### src/rtl/prog_sequencer_pkg.sv
// Shared definitions for the run-control sequencer: FSM encoding and default widths.
package prog_sequencer_pkg;

  typedef enum logic [1:0] {
    SEQ_IDLE = 2'd0,
    SEQ_ARM  = 2'd1,
    SEQ_RUN  = 2'd2,
    SEQ_DONE = 2'd3
  } seq_state_t;

  localparam int unsigned SEQ_PC_W_DEF  = 10;
  localparam int unsigned SEQ_CNT_W_DEF = 16;

endpackage

### src/rtl/prog_sequencer_sat_counter.sv
// Saturating up-counter with synchronous clear; clear takes priority over increment.
module sat_counter #(
  parameter int unsigned W = 16
) (
  input  logic         Clk,
  input  logic         Reset,
  input  logic         Clr,
  input  logic         Inc,
  output logic [W-1:0] Q
);

  logic [W-1:0] cnt_q;
  logic [W-1:0] cnt_d;

  always_comb begin
    cnt_d = cnt_q;
    if (Clr) begin
      cnt_d = '0;
    end else if (Inc && (cnt_q != '1)) begin
      cnt_d = cnt_q + W'(1);
    end
  end

  always_ff @(posedge Clk) begin
    if (Reset) begin
      cnt_q <= '0;
    end else begin
      cnt_q <= cnt_d;
    end
  end

  assign Q = cnt_q;

endmodule

### src/rtl/prog_sequencer.sv
// Run-control sequencer: owns the PC, the Start/Done handshake, retire/cycle counters and watchdog.
module prog_sequencer
  import prog_sequencer_pkg::*;
#(
  parameter int unsigned PC_W       = SEQ_PC_W_DEF,
  parameter int unsigned CNT_W      = SEQ_CNT_W_DEF,
  parameter int unsigned START_ADDR = 0,
  parameter int unsigned MAX_CYCLES = 0
) (
  input  logic             Clk,
  input  logic             Reset,
  input  logic             Start,
  input  logic             Ack_In,
  input  logic             Jmp_Flag,
  input  logic             Beq_Flag,
  input  logic [PC_W-1:0]  Target,
  input  logic             Stall,
  output logic [PC_W-1:0]  PC,
  output logic             Run_En,
  output logic             Done,
  output logic             Timeout,
  output logic [CNT_W-1:0] Cycle_Count,
  output logic [CNT_W-1:0] Instr_Count
);

  localparam logic [PC_W-1:0]  START_PC = PC_W'(START_ADDR);
  localparam logic [CNT_W-1:0] WD_LIMIT = CNT_W'(MAX_CYCLES);
  localparam logic             WD_EN    = (MAX_CYCLES != 0);

  seq_state_t       state_q, state_d;
  logic [PC_W-1:0]  pc_q, pc_d;
  logic             run_en_q, run_en_d;
  logic             done_q, done_d;
  logic             timeout_q, timeout_d;

  logic             cnt_clr;
  logic             cyc_inc;
  logic             ins_inc;
  logic             wd_hit;
  logic             hlt_retire;
  logic [CNT_W-1:0] cycle_cnt;
  logic [CNT_W-1:0] instr_cnt;

  // Next-state, PC mux and counter controls
  always_comb begin
    state_d    = state_q;
    pc_d       = pc_q;
    timeout_d  = timeout_q;
    cyc_inc    = 1'b0;
    ins_inc    = 1'b0;
    wd_hit     = 1'b0;
    hlt_retire = 1'b0;

    case (state_q)
      SEQ_IDLE: begin
        if (Start) state_d = SEQ_ARM;
      end
      SEQ_ARM: begin
        if (!Start) state_d = SEQ_RUN;
      end
      SEQ_RUN: begin
        if (Start) begin
          state_d = SEQ_ARM;
        end else begin
          cyc_inc    = 1'b1;
          hlt_retire = Ack_In && !Stall;
          wd_hit     = WD_EN && (cycle_cnt != '1) &&
                       ((cycle_cnt + CNT_W'(1)) == WD_LIMIT);
          if (!Stall) begin
            ins_inc = 1'b1;
            if (Ack_In) begin
              state_d = SEQ_DONE;
            end else if (Jmp_Flag || Beq_Flag) begin
              pc_d = Target;
            end else begin
              pc_d = pc_q + PC_W'(1);
            end
          end
          // An HLT retiring in the limit cycle wins over the watchdog
          if (wd_hit && !hlt_retire) begin
            state_d   = SEQ_DONE;
            timeout_d = 1'b1;
          end
        end
      end
      SEQ_DONE: begin
        if (Start) state_d = SEQ_ARM;
      end
      default: state_d = SEQ_IDLE;
    endcase

    // Arming (from any state) re-initialises PC and status
    if (state_d == SEQ_ARM) begin
      pc_d      = START_PC;
      timeout_d = 1'b0;
    end

    cnt_clr  = (state_d == SEQ_ARM);
    run_en_d = (state_d == SEQ_RUN);
    done_d   = (state_d == SEQ_DONE);
  end

  always_ff @(posedge Clk) begin
    if (Reset) begin
      state_q   <= SEQ_IDLE;
      pc_q      <= START_PC;
      run_en_q  <= 1'b0;
      done_q    <= 1'b0;
      timeout_q <= 1'b0;
    end else begin
      state_q   <= state_d;
      pc_q      <= pc_d;
      run_en_q  <= run_en_d;
      done_q    <= done_d;
      timeout_q <= timeout_d;
    end
  end

  sat_counter #(.W(CNT_W)) u_cycle_cnt (
    .Clk   (Clk),
    .Reset (Reset),
    .Clr   (cnt_clr),
    .Inc   (cyc_inc),
    .Q     (cycle_cnt)
  );

  sat_counter #(.W(CNT_W)) u_instr_cnt (
    .Clk   (Clk),
    .Reset (Reset),
    .Clr   (cnt_clr),
    .Inc   (ins_inc),
    .Q     (instr_cnt)
  );

  assign PC          = pc_q;
  assign Run_En      = run_en_q;
  assign Done        = done_q;
  assign Timeout     = timeout_q;
  assign Cycle_Count = cycle_cnt;
  assign Instr_Count = instr_cnt;

endmodule

### config.mk
export PLATFORM = sky130hd
export DESIGN_NAME = prog_sequencer
export DESIGN_NICKNAME = d
export VERILOG_FILES = /design/src/rtl/prog_sequencer_pkg.sv /design/src/rtl/prog_sequencer_sat_counter.sv /design/src/rtl/prog_sequencer.sv
export SDC_FILE = /design/constraint.sdc
export NUM_CORES = 1
export LEC_CHECK = 0
export ABC_AREA = 1
export CORE_ASPECT_RATIO = 0.75
export CORE_MARGIN = 2
export CORE_UTILIZATION = 40
export DETAILED_ROUTE_END_ITERATION = 12
export GPL_TIMING_DRIVEN = 1
export PLACE_DENSITY = 0.75
export SLEW_MARGIN = 5
export SYNTH_ARGS = -nofsm -noshare
export SYNTH_HDL_FRONTEND = slang
export SYNTH_HIERARCHICAL = 1
export SYNTH_SLANG_ARGS = --single-unit
### constraint.sdc
create_clock -name Clk -period 5.49 [get_ports Clk]
set_input_delay 1.3725 -clock Clk [delete_from_list [all_inputs] [get_ports Clk]]
set_output_delay 1.3725 -clock Clk [all_outputs]
set_load 0.02 [all_outputs]
======== After elaboration in Yosys (flattened, before gate mapping) ========
Index checks and enable logic that the tools add are counted.
storage, ports and cells
  register bits after elaboration ......... 46
  input bits .............................. 17
operators by class
  add/subtract/negate cells ............... 3
  eq/ne operators ......................... 8
  muxes and demuxes ....................... 12
  bitwise gates (word level) .............. 3
  reduce and logical (&&, ||, !) cells .... 7
operators with widths
  cell                     count
  $add A16 B1 Y16 const B  2
  $ne A16 B16 Y1 const B   2
  $add A10 B1 Y10 const B  1
  $mux W10                 1
  $mux W2                  5
  $eq A2 B2 Y1 const B     4
  $pmux W2 S3              1
  $mux W1                  5
  $eq A2 B1 Y1 const B     2
  $reduce_and A4 Y1        1
  $reduce_or A2 Y1         2
  $not A1 Y1               3
  $logic_and A1 B1 Y1      2
  $logic_not A2 Y1         1
  $logic_or A1 B1 Y1       1

======== Logic depth before layout (Yosys ltp) ========
  depth after elaboration ................. 6
  depth in mapped cells ................... 14

======== Cells and area by module ========
Netlist, hierarchy kept.
modules (own cells, without submodules)
  module          times used  cells each  area each (um^2)  sequential area each (um^2)
  sat_counter     2           156         1,004.7           320.3
  prog_sequencer  1           152         1,011.0           280.3

======== Least setup slack after synthesis ========
No wires, ideal clock.
  path type ............................... input port to flip-flop
  start ................................... input port Start
  end ..................................... register u_cycle_cnt.cnt_q[2] (netlist: u_cycle_cnt/Q[2])
  setup time .............................. 64 ps
  arrival ................................. 2,480 ps
  slack ................................... 2,946 ps
  cell stages on the path ................. 12
  cells stage by stage .................... inv_2 nand2_2 inv_2 nand2_1 nand3_2 nand2_4 nand2_4 inv_2 nor2_1 buf_6 nand2_1 nor2_1
between the ends
  elaborated cells between the ends (all ways) .. 9
  those cells by class .................... eq/ne: 1; mux: 6; reduce/logical: 2
RTL lines
  element               RTL line                          text
  from (decl)           prog_sequencer.sv:12              input logic Start,
  $mux W1               prog_sequencer.sv:62              if (Start) begin
  $mux W1               prog_sequencer.sv:54              case (state_q)
  net cyc_inc           prog_sequencer.sv:37              logic cyc_inc;
  $logic_and A1 B1 Y1   prog_sequencer_sat_counter.sv:19  end else if (Inc && (cnt_q != '1)) begin
  to (signal assigned)  prog_sequencer_sat_counter.sv:28  cnt_q <= cnt_d;
  to (decl)             prog_sequencer_sat_counter.sv:12  logic [W-1:0] cnt_q;
The timed path passes the listed nets, and every way through them passes these cells.
A chain may end at the register's enable or synchronous reset.

======== Worst setup path in the final report ========
  start ................................... input port Start
  end ..................................... register u_instr_cnt.cnt_q[12] (netlist: u_instr_cnt/Q[12])
between the ends
  longest elaborated chain between the ends .. 4
  elaborated cells between the ends (all ways) .. 9
  those cells by class .................... eq/ne: 1; mux: 6; reduce/logical: 2
ends and longest elaborated chain
  element                         RTL line                          text
  $mux W2 (on tied branches)      --
  $pmux W2 S3 (*)                 prog_sequencer.sv:54
  $eq A2 B1 Y1 (*)                prog_sequencer.sv:98              cnt_clr = (state_d == SEQ_ARM);
  net cnt_clr                     prog_sequencer.sv:36              logic cnt_clr;
  $reduce_or A2 Y1 (no line) (*)  --
  to (signal assigned)            prog_sequencer_sat_counter.sv:28
  to (decl)                       prog_sequencer_sat_counter.sv:12
The timed path passes the listed nets; every way through them passes the cells marked *.

==> qor.yml <==
status: "finished, final reports clean"
area_delta_synth_final_pct: 24.9
setup_violations: 0
clk_pin_slew_worst_paths_ns: 0.09
synth.largest_area_cell: "dfxtp_1"
yosysSeqAreaShare_pct: 30.5
worstHoldPathType: "flop to flop"
nets: 545
cp_data_arrival_time_ns: 3.67
power_density_nw_per_um2: 217
drt_pre_antenna_iters: 4
period_minus_slack_ns: 3.43
min_period_over_period_pct: 62.5
worst_pin_slew_ns: 1.04
grt_overflow_total: 0
num_antenna_cells: 0
slowest_stage: "nor2_1"
r2r_slack_ns: 3.04
die_w_um: 104
ant_nets: 0
critPathKind: "input pin to flop"
slew_headroom_pct: 30.1
cp_common_cell: "inv_2"
startpoint: "Start"
gp_congestion: 0.875
grt_pass1_wl_um: 11300
p_leak_nw: 1.49
skew_ns: 0.0108
netlist_area_um2: 3020
cts.sinks: 46
startpoint_type: "input pin"
drv_cap: 0
slew_viol_final: 0
cp.required_ns: 5.73
crit_path_cell_trace: "clkdlybuf4s50_1 -> inv_2 -> nand2_2 -> inv_2 -> nand2_1 -> nand3_2 -> nand2_4 -> nand2_4 -> inv_2 -> nor2_1 -> o21ai_0 -> nor2_1"
port_buffers: 60
synth.avg_cell_area_um2: 6.51
netlist_instances: 464
via_per_inst: 4.74
wire_per_inst_um: 11.0
rsz0062_at_grt: "no"
rr_endpoint: "u_instr_cnt/Q[12]"
tns_ns: 0
cp_max_fo: 16
grt_pass1_vias: 2480
cts-resized-gates: 0
drive_gt1_share_pct: 13.5
cpPeakStageDelay_ns: 0.79
wl_um: 6860
dr.first_iter.drc_count: 107
r2r_cells: 12
coreArea_um2: 7330
ys_warn_count: 6
ys_top_cells_by_area: "dfxtp_1 (30%), nand2_1 (15%), nor2_1 (12%), nand3_1 (6.3%), inv_1 (5.6%)"
endpoint_kind: "flop"
crit_end: "u_instr_cnt/Q[12]"
cp.depth: 12
drc: 0
grtUsageTotal_pct: 16.7
ios: 62
layout_setup_ws_ns: 2.06
path_buf_inv: 4
vdd_drop_max_mv: 0.139
dp_slack_ns: 1.79
critPathTopFamily: "simple AND/OR/NAND/NOR gates"
r2r_start: "state_q[0]"
root_buffer: "clkbuf_8"
cts_tree: "done"
vias: 2961
final_util_pct: 51.4
fmax_ghz: 0.291
antenna_found_initial: 0
clk_latency_ns: 0.30
synth_nets: 486
ys_seq_elements: 46
postCtsHoldBufs: 0
synth_top_cell_area_share_pct: 30.5
die_h_um: 79.3
grt_max_degree: 17
hpwl_um: 5210
h-tree-depth: 2
cts_made_buffers: 5
rows: 27
cts_buffer_depth: 2
synth.distinct_cells: 30
hold_violations: 0
start_util_pct: 41.2
dieArea_um2: 8270
nFillCells: 749
post_cts_buffers: 0
-- Yosys cell counts, drive strengths merged --
cell	n
inv	54
and2	2
conb	1
and3	2
nand3	39
o21ai	14
a21oi	24
or2	1
nor2	122
ha	5
nand3b	3
nand4	5
dfxtp	46
buf	8
nor3	1
clkinv	1
nand2	136
-- cell type report --
type	count	area (um2)	area share (%)
clock buffers	8	110	2.92
inverters	55	206	5.47
multi-input cells	355	1810	47.9
repair buffers	60	601	15.9
flip-flops and latches	46	921	24.4
well taps	101	126	3.35
-- sequential cells by signal (all words and copies together), names as in the netlist --
| signal | cells |
|---|---|
| state_q | 2 |
| u_cycle_cnt/Q | 16 |
| Done | 1 |
| PC | 10 |
| Run_En | 1 |
| u_instr_cnt/Q | 16 |
-- stage by stage --
step | power [mW] | cells | hold slack, ns | area [um2]
detailed placement | 0.581 | 617 | 0.503 | 3660
floorplan | 0.537 | 464 | 0.573 | 3020
global placement | 0.575 | 617 | 0.498 | 3660
CTS | 0.827 | 625 | 0.518 | 3770
global route | 0.869 | 625 | 0.549 | 3770
finish | 0.820 | 625 | 0.515 | 3770
-- worst min path at each step --
stage | endpoint | slack [ns] | cells after the start | from
global placement | PC[9] | 0.50 | 2 | PC[9]
floorplan | PC[1] | 0.57 | 2 | PC[1]
detailed placement | PC[9] | 0.50 | 2 | PC[9]
global route | PC[9] | 0.55 | 2 | PC[9]
finish | PC[1] | 0.52 | 2 | PC[1]
CTS | PC[9] | 0.52 | 2 | PC[9]
-- per-layer routing --
layer / global-route usage (%) / vias to the layer above / wire length [um]
li1: - / 1559 / -
met1: 22.6 / 1334 / 3320
met2: 26.5 / 58 / 3150
met3: 3.20 / 10 / 294
met4: 6.35 / 0 / 103
met5: 0 / - / 0
-- worst reg2reg max path, delay by kind of cell, from the launching register on --
kind                     cells  cell delay, ns
AO/OA/AOI/OAI                1            0.22
adder cells (fa/ha/maj)      1            0.21
AND/OR/NAND/NOR              7            1.36
flip-flops                   1            0.33
buffers and inverters        3            0.26
-- report_power, final --
part           internal, mW  switching, mW
sequential            0.344        0.00772
clock                 0.127          0.116
combinational        0.0790          0.146
total                 0.550          0.270
-- kinds of logic after synthesis --
| logic type | count (synthesis) | share of synthesized area (%) |
|---|---|---|
| flip-flops | 46 | 30.5 |
| adder cells (fa/ha/maj) | 5 | 2.07 |
| AND/OR/NAND/NOR | 311 | 50.5 |
| AO/OA/AOI/OAI | 38 | 7.17 |
| other | 1 | 0.124 |
| buffers and inverters | 63 | 9.69 |
-- layout by cell type, fill, tap and decap left out, types with 2 or more instances in the layout --
| master | synthesis | routed |
|---|---|---|
| a21oi_2 | 6 | 6 |
| nand4_4 | 2 | 2 |
| dfxtp_1 | 46 | 46 |
| nand2_1 | 124 | 124 |
| nand4_1 | 3 | 3 |
| and3_2 | 2 | 2 |
| clkbuf_8 | 0 | 8 |
| nor2_8 | 2 | 2 |
| nor2_1 | 95 | 95 |
| and2_2 | 2 | 2 |
| nor2_2 | 16 | 16 |
| nand3b_1 | 3 | 3 |
| nand2_2 | 4 | 4 |
| clkdlybuf4s50_1 | 0 | 60 |
| inv_2 | 9 | 9 |
| nand2_4 | 7 | 7 |
| inv_1 | 45 | 45 |
| ha_1 | 5 | 5 |
| nand3_1 | 38 | 38 |
| nor2_4 | 9 | 9 |
| o21ai_0 | 12 | 12 |
| a21oi_1 | 18 | 18 |
Power figures use the tool's default switching activity.
==> RTL change 1: new RTL, same flow settings <==
Make the reset (`Reset`) asynchronous in 2 clocked blocks.
--- a/src/rtl/prog_sequencer_sat_counter.sv
+++ b/src/rtl/prog_sequencer_sat_counter.sv
@@ -21,7 +21,7 @@
     end
   end
 
-  always_ff @(posedge Clk) begin
+  always_ff @(posedge Clk or posedge Reset) begin
     if (Reset) begin
       cnt_q <= '0;
     end else begin
--- a/src/rtl/prog_sequencer.sv
+++ b/src/rtl/prog_sequencer.sv
@@ -100,7 +100,7 @@
     done_d   = (state_d == SEQ_DONE);
   end
 
-  always_ff @(posedge Clk) begin
+  always_ff @(posedge Clk or posedge Reset) begin
     if (Reset) begin
       state_q   <= SEQ_IDLE;
       pc_q      <= START_PC;
Formal check against the unedited RTL: differs if Reset is asserted again (counterexample within 4 cycles, from zero or initial values and one cycle with Reset high); with Reset held inactive, the same outputs for 10 cycles.
==> RTL change 1 against the original RTL <==
Global-route usage rose by 2.5 points; clock skew down 0.0053 ns; routed wire length rose by 16%; cell count is 1.6% higher; design area is 4.5% higher; synthesized area rose by 5.8%; sequential cell count is the same; via count up 9.0%; worst setup slack better by 0.097 ns; highest routed layer unchanged; first-iteration DRC count rose by 95%.
Power is not compared: it rests on default switching activity, and its combinational part moved more than twofold at a synthesized area within 25%.
==> RTL change 1: results (changes against the original RTL) <==
Cells and area
  – Final-layout fill cell count: 742 (-0.93%)
  – # diodes: 0 (unchanged)
  – Area Growth Syn to Fin: 23.4%
  – Layout cells sized above 1: 0.0698 (-0.0657)
  – Final #Nets: 551 (+1.1%)

Logic synthesis
  – Commonest cells in the netlist: 171 x nand2_1, 57 x inv_1, 53 x nand3_1
  – Prevailing post-synth register cell: dfrtp_1
  – Register area share after synthesis: 0.360 (+0.0553)
  – Top cells by area, synth: dfrtp_1 36%, nand2_1 20%, nand3_1 8.3%
  – Syn. warnings: 6 (unchanged)
  – Syn_nets: 494 (+1.6%)
  – Synth async-reset ratio: 1.00 (+1.00)
  – Cell variety after synth: 31 (+3.3%)

Placement
  – DP Wirelength: 5870 um (+12%)
  – Final Wtd Congestion: 0.891 (+1.8%)
  – IO buf count: 60 (unchanged)
  – Post-DP Area: 3850 sq um (+5.2%)

Routing
  – Wire per inst: 12.5 um (+14%)
  – Initial DRT Pass Iterations: 5 (+1)
  – First DRT Iteration DRCs: 209 (+95%)
  – Via density: 5.08 (+7.3%)

Clock tree
  – Clock latency on the worst-skew pair: 0.31 ns
  – Root Buffer: clkbuf_8
  – Worst-path clk slew: 0.09 ns (about the same)
  – Post-CTS Resized: 0 (unchanged)
  – CTS Buf Count: 5 (unchanged)
  – Clock Path Buffers: 2 (unchanged)
  – Post-CTS setup buffer count: 0 (unchanged)
  – H-tree levels: 2 (unchanged)

Pwr
  – Worst vdd rail ir drop: 0.000250 V
  – Pleak: 0.00197 uW
  – Switching share of power: 0.472

STA
  – Slew @ Worst Pin: 0.842 ns (-0.203 ns)
  – Worst clock skew: 0.00550 ns (-0.00535 ns)

GRT
  – Initial antenna violation count: 0 (unchanged)
  – Vias in the first global route: 2895 (+17%)
  – GRT Util Overall: 0.192 (+0.0247)
  – First-pass GRT wire length: 13500 um (+19%)
  – Largest net degree at the start of global routing: 19 (+2)

Outcome
  – Status: complete, no violations

Worst setup path
  – WP data arrival: 3.54 ns (-0.13 ns)
  – Register-to-register setup slack: 3.05 ns (about the same)
  – CP max stage delay: 0.51 ns (-0.28 ns)
  – Slowest CP cell: clkdlybuf4s50_1
  – Crit-path leading delay family: buffers and inverters
  – Worst-path fanout max: 18 (+2)

Worst hold path
  – Min-delay worst type: reg2reg
[RTL change 1: cell types whose count changed after synthesis, sizes merged, moves of 22 or more]
| cell | before | now |
|---|---|---|
| a21oi | 24 | 2 |
| dfrtp | 0 | 46 |
| dfxtp | 46 | 0 |
| nand2 | 136 | 180 |
| nand4 | 5 | 27 |
| nor2 | 122 | 52 |
[RTL change 1: final cells by class]
cell class,count,share of cell area
Clock inverter,3,0.00540
Sequential cell,46,0.292
Inverter,63,0.0603
Tap cell,105,0.0333
Clock buffer,5,0.0175
Timing Repair Buffer,60,0.152
Multi-Input combinational cell,353,0.439
[RTL change 1: logic make-up after synthesis]
kind of cell / synth area share
flip-flops: 0.360
multiplexers: 0.00313
adder cells (fa/ha/maj): 0.0196
other: 0.00117
AND/OR/NAND/NOR: 0.469
AO/OA/AOI/OAI: 0.0266
XOR/XNOR: 0.0219
buffers and inverters: 0.0979
[RTL change 1: power by group through the flow]
| stage | clock network [uW] | logic [uW] | registers, uW |
|---|---|---|---|
| final | 217 | 558 | 437 |
| after global routing | 235 | 627 | 445 |
| after CTS | 223 | 556 | 436 |
| after detailed placement | 0 | 554 | 442 |
| after global placement | 0 | 538 | 440 |
| after floorplan | 0 | 399 | 466 |
[RTL change 1: routing by layer]
metal | up-vias | track usage | share of wire
met4 | 0 | 0.0494 | 0.0086
met3 | 7 | 0.0329 | 0.076
li1 | 1612 | - | -
met2 | 132 | 0.297 | 0.43
met1 | 1476 | 0.279 | 0.48
met5 | - | 0 | 0
[RTL change 1: path summary, 6_finish.rpt]
kind / from / end / cells after the start
hold / removal: u_instr_cnt/Q[0] / u_instr_cnt/Q[0] / 2
setup reg to reg: state_q[0] / u_cycle_cnt/Q[4] / 13
hold reg to reg: u_instr_cnt/Q[0] / u_instr_cnt/Q[0] / 2
min in group asynchronous: Reset / PC[9] / 2
max in group asynchronous: Reset / u_cycle_cnt/Q[13] / 2
setup / recovery: Start / u_cycle_cnt/Q[4] / 11
[RTL change 1: metrics by stage]
step	util	setup WS, ns	instances	power [uW]	hold slack, ns
final	0.505	2.15	635	1210	0.570
after global routing	0.505	1.98	635	1310	0.609
after CTS	0.505	2.20	635	1220	0.576
after detailed placement	0.493	1.87	627	996	0.559
after global placement	0.493	1.99	627	979	0.534
after floorplan	-	2.74	472	866	0.599
[RTL change 1: tightest hold or removal path, stage by stage, from the launching register on]
cell,delay [ns]
dfrtp_1,0.42
nand2_1,0.07
nand2_1,0.05
==> RTL change 2: new RTL, same settings <==
Made on the original files. `SEQ_PC_W_DEF`: 10 -> 12.
--- a/src/rtl/prog_sequencer_pkg.sv
+++ b/src/rtl/prog_sequencer_pkg.sv
@@ -8,7 +8,7 @@
     SEQ_DONE = 2'd3
   } seq_state_t;
 
-  localparam int unsigned SEQ_PC_W_DEF  = 10;
+  localparam int unsigned SEQ_PC_W_DEF  = 12;
   localparam int unsigned SEQ_CNT_W_DEF = 16;
 
 endpackage
Interface: changed (resized PC and Target); port bits go from 62 to 66. The function was not compared with the original's and may differ.
==> RTL change 2 against the original RTL <==
Design area rose by 2.2%; first-iteration DRC count grew 54%; power down 16%; worst setup slack improved by 0.016 ns; routed wire length rose by 9.5%; sequential cell count up 2; synthesized area is 2.2% higher; critical path depth down 2; largest cell class unchanged; clock power fell by 13%.
==> RTL change 2: results (changes against the original RTL) <==
Outcome
  – Status: complete, no violations

Clock tree
  – Post-CTS Resized: 0 (unchanged)
  – H-tree levels: 2 (unchanged)
  – Root Buffer: clkbuf_8
  – Clock Path Buffers: 2 (unchanged)
  – Post-CTS setup buffer count: 0 (unchanged)
  – Worst-path clk slew: 0.09 ns (about the same)
  – Clock latency on the worst-skew pair: 0.31 ns
  – CTS Buf Count: 5 (unchanged)

Worst hold path
  – Number of cells on the worst hold path: 2 (unchanged)
  – Worst Hold Launch: PC[11]
  – Min-delay worst type: reg2reg
  – Hold-critical path endpoint: PC[11]

Logic synthesis
  – Prevailing post-synth register cell: dfxtp_1
  – Syn_nets: 510 (+4.9%)
  – Top cells by area, synth: dfxtp_1 31%, nand2_1 17%, nor2_1 12%
  – Synth async-reset ratio: 0 (unchanged)
  – Cell variety after synth: 30 (unchanged)
  – Register area share after synthesis: 0.311 (+0.00629)
  – Syn. warnings: 6 (unchanged)
  – Commonest cells in the netlist: 136 x nand2_1, 101 x nor2_1, 49 x inv_1

Pwr
  – Pleak: 0.00152 uW (+1.8%)
  – Worst vdd rail ir drop: 0.000110 V (-21%)

Placement
  – IO buf count: 64 (+6.7%)
  – Final Wtd Congestion: 0.835 (-4.6%)
  – DP Wirelength: 5690 um (+9.2%)

Cells and area
  – Area of the multi-input gates: 1840 sq um (+1.7%)
  – Final #Nets: 572 (+5.0%)
  – Layout cells sized above 1: 0.0947 (-0.0408)
  – # diodes: 0 (unchanged)
  – Final-layout fill cell count: 722 (-3.6%)

Routing
  – Total Wirelength: 7510 um (+9.5%)
  – DR vias: 3161 (+6.8%)
  – Initial DRT Pass Iterations: 4 (unchanged)
  – First DRT Iteration DRCs: 165 (+54%)

Worst setup path
  – Slowest CP cell: nor2_1
  – R2R Path Start: state_q[0]
  – Worst-path fanout max: 16 (unchanged)
  – WP data arrival: 3.66 ns (about the same)
  – Reg2reg path depth: 11 (-1)
  – Reg2Reg Capture Point: u_cycle_cnt/Q[12]
  – Crit-path leading delay family: simple AND/OR/NAND/NOR gates
  – CP max stage delay: 0.82 ns (+0.03 ns)
  – Register-to-register setup slack: 3.00 ns (-0.04 ns)

GRT
  – GRT Util Overall: 0.185 (+0.0172)
  – Initial antenna violation count: 0 (unchanged)
  – First-pass GRT wire length: 12800 um (+14%)
  – Largest net degree at the start of global routing: 18 (+1)
  – Vias in the first global route: 2909 (+17%)

STA
  – Worst clock skew: 0.0101 ns (-0.000790 ns)
  – Setup TNS: 0 ns (unchanged)
  – WHS: 0.519 ns (+0.00429 ns)
  – Slew @ Worst Pin: 1.08 ns (+0.0374 ns)
## RTL change 2: cell types whose count changed after synthesis, moves of 3 or more
cell	change
a21oi_1	+5
a21oi_2	-3
inv_1	+4
inv_2	-6
nand2_1	+12
nand3_1	+3
nor2_1	+6
o21ai_0	+4
## RTL change 2: how the worst max path moves through the flow
stage | start | slack, ns | end | cells past startpoint
final | Start | 2.07 | u_cycle_cnt/Q[12] | 10
after global routing | Stall | 1.83 | u_instr_cnt/Q[12] | 11
after CTS | Start | 2.12 | u_cycle_cnt/Q[12] | 10
after detailed placement | Stall | 1.81 | u_cycle_cnt/Q[12] | 11
after global placement | Stall | 1.92 | u_instr_cnt/Q[12] | 11
after floorplan | Start | 3.02 | u_instr_cnt/Q[14] | 10
## RTL change 2: through the flow
stage	std cells	util	instance area, sq um	worst slack [ns]	total power, uW
after CTS	650	0.521	3850	2.12	698
after floorplan	486	-	3090	3.02	454
after detailed placement	642	0.509	3770	1.81	484
after global placement	642	0.509	3770	1.92	480
after global routing	650	0.521	3850	1.83	726
final	650	0.521	3850	2.07	688
## RTL change 2: layer usage
| layer | global-route usage | wire length [um] |
|---|---|---|
| met1 | 0.253 | 3700 |
| met3 | 0.0381 | 427 |
| met5 | 0 | 0 |
| met4 | 0.0453 | 46 |
| met2 | 0.297 | 3340 |
## RTL change 2: worst register-to-register path, cell delays in order, from the launching register on
cell and delay [ns]:
dfxtp_1 0.38, inv_1 0.08, ha_1 0.32, o21ai_0 0.08
nand2_1 0.06, nand3_1 0.07, nand2_1 0.08, nand2_1 0.10
inv_1 0.05, nor2_1 0.82, o21ai_0 0.24, nor2_1 0.14
## RTL change 2: power breakdown
| group | internal (uW) | switching [uW] |
|---|---|---|
| Combinational | 44.7 | 72.9 |
| Sequential | 354 | 5.32 |
| Clock | 91.2 | 120 |
## RTL change 2: area by class of cell
| type | count | share of cell area |
|---|---|---|
| Clock buffer | 7 | 0.0198 |
| Clock inverter | 1 | 0.00227 |
| Inverter | 53 | 0.0523 |
| Multi-Input combinational cell | 376 | 0.477 |
| Sequential cell | 48 | 0.249 |
| Tap cell | 101 | 0.0328 |
| Timing Repair Buffer | 64 | 0.166 |
## RTL change 2: cells by family after synthesis
| group | share of synthesized area |
|---|---|
| and+or+nand+nor | 0.498 |
| buffers and inverters | 0.0936 |
| DFF | 0.311 |
| AOI/OAI and AO/OA | 0.0758 |
| adders and majority gates | 0.0203 |
| other | 0.00121 |
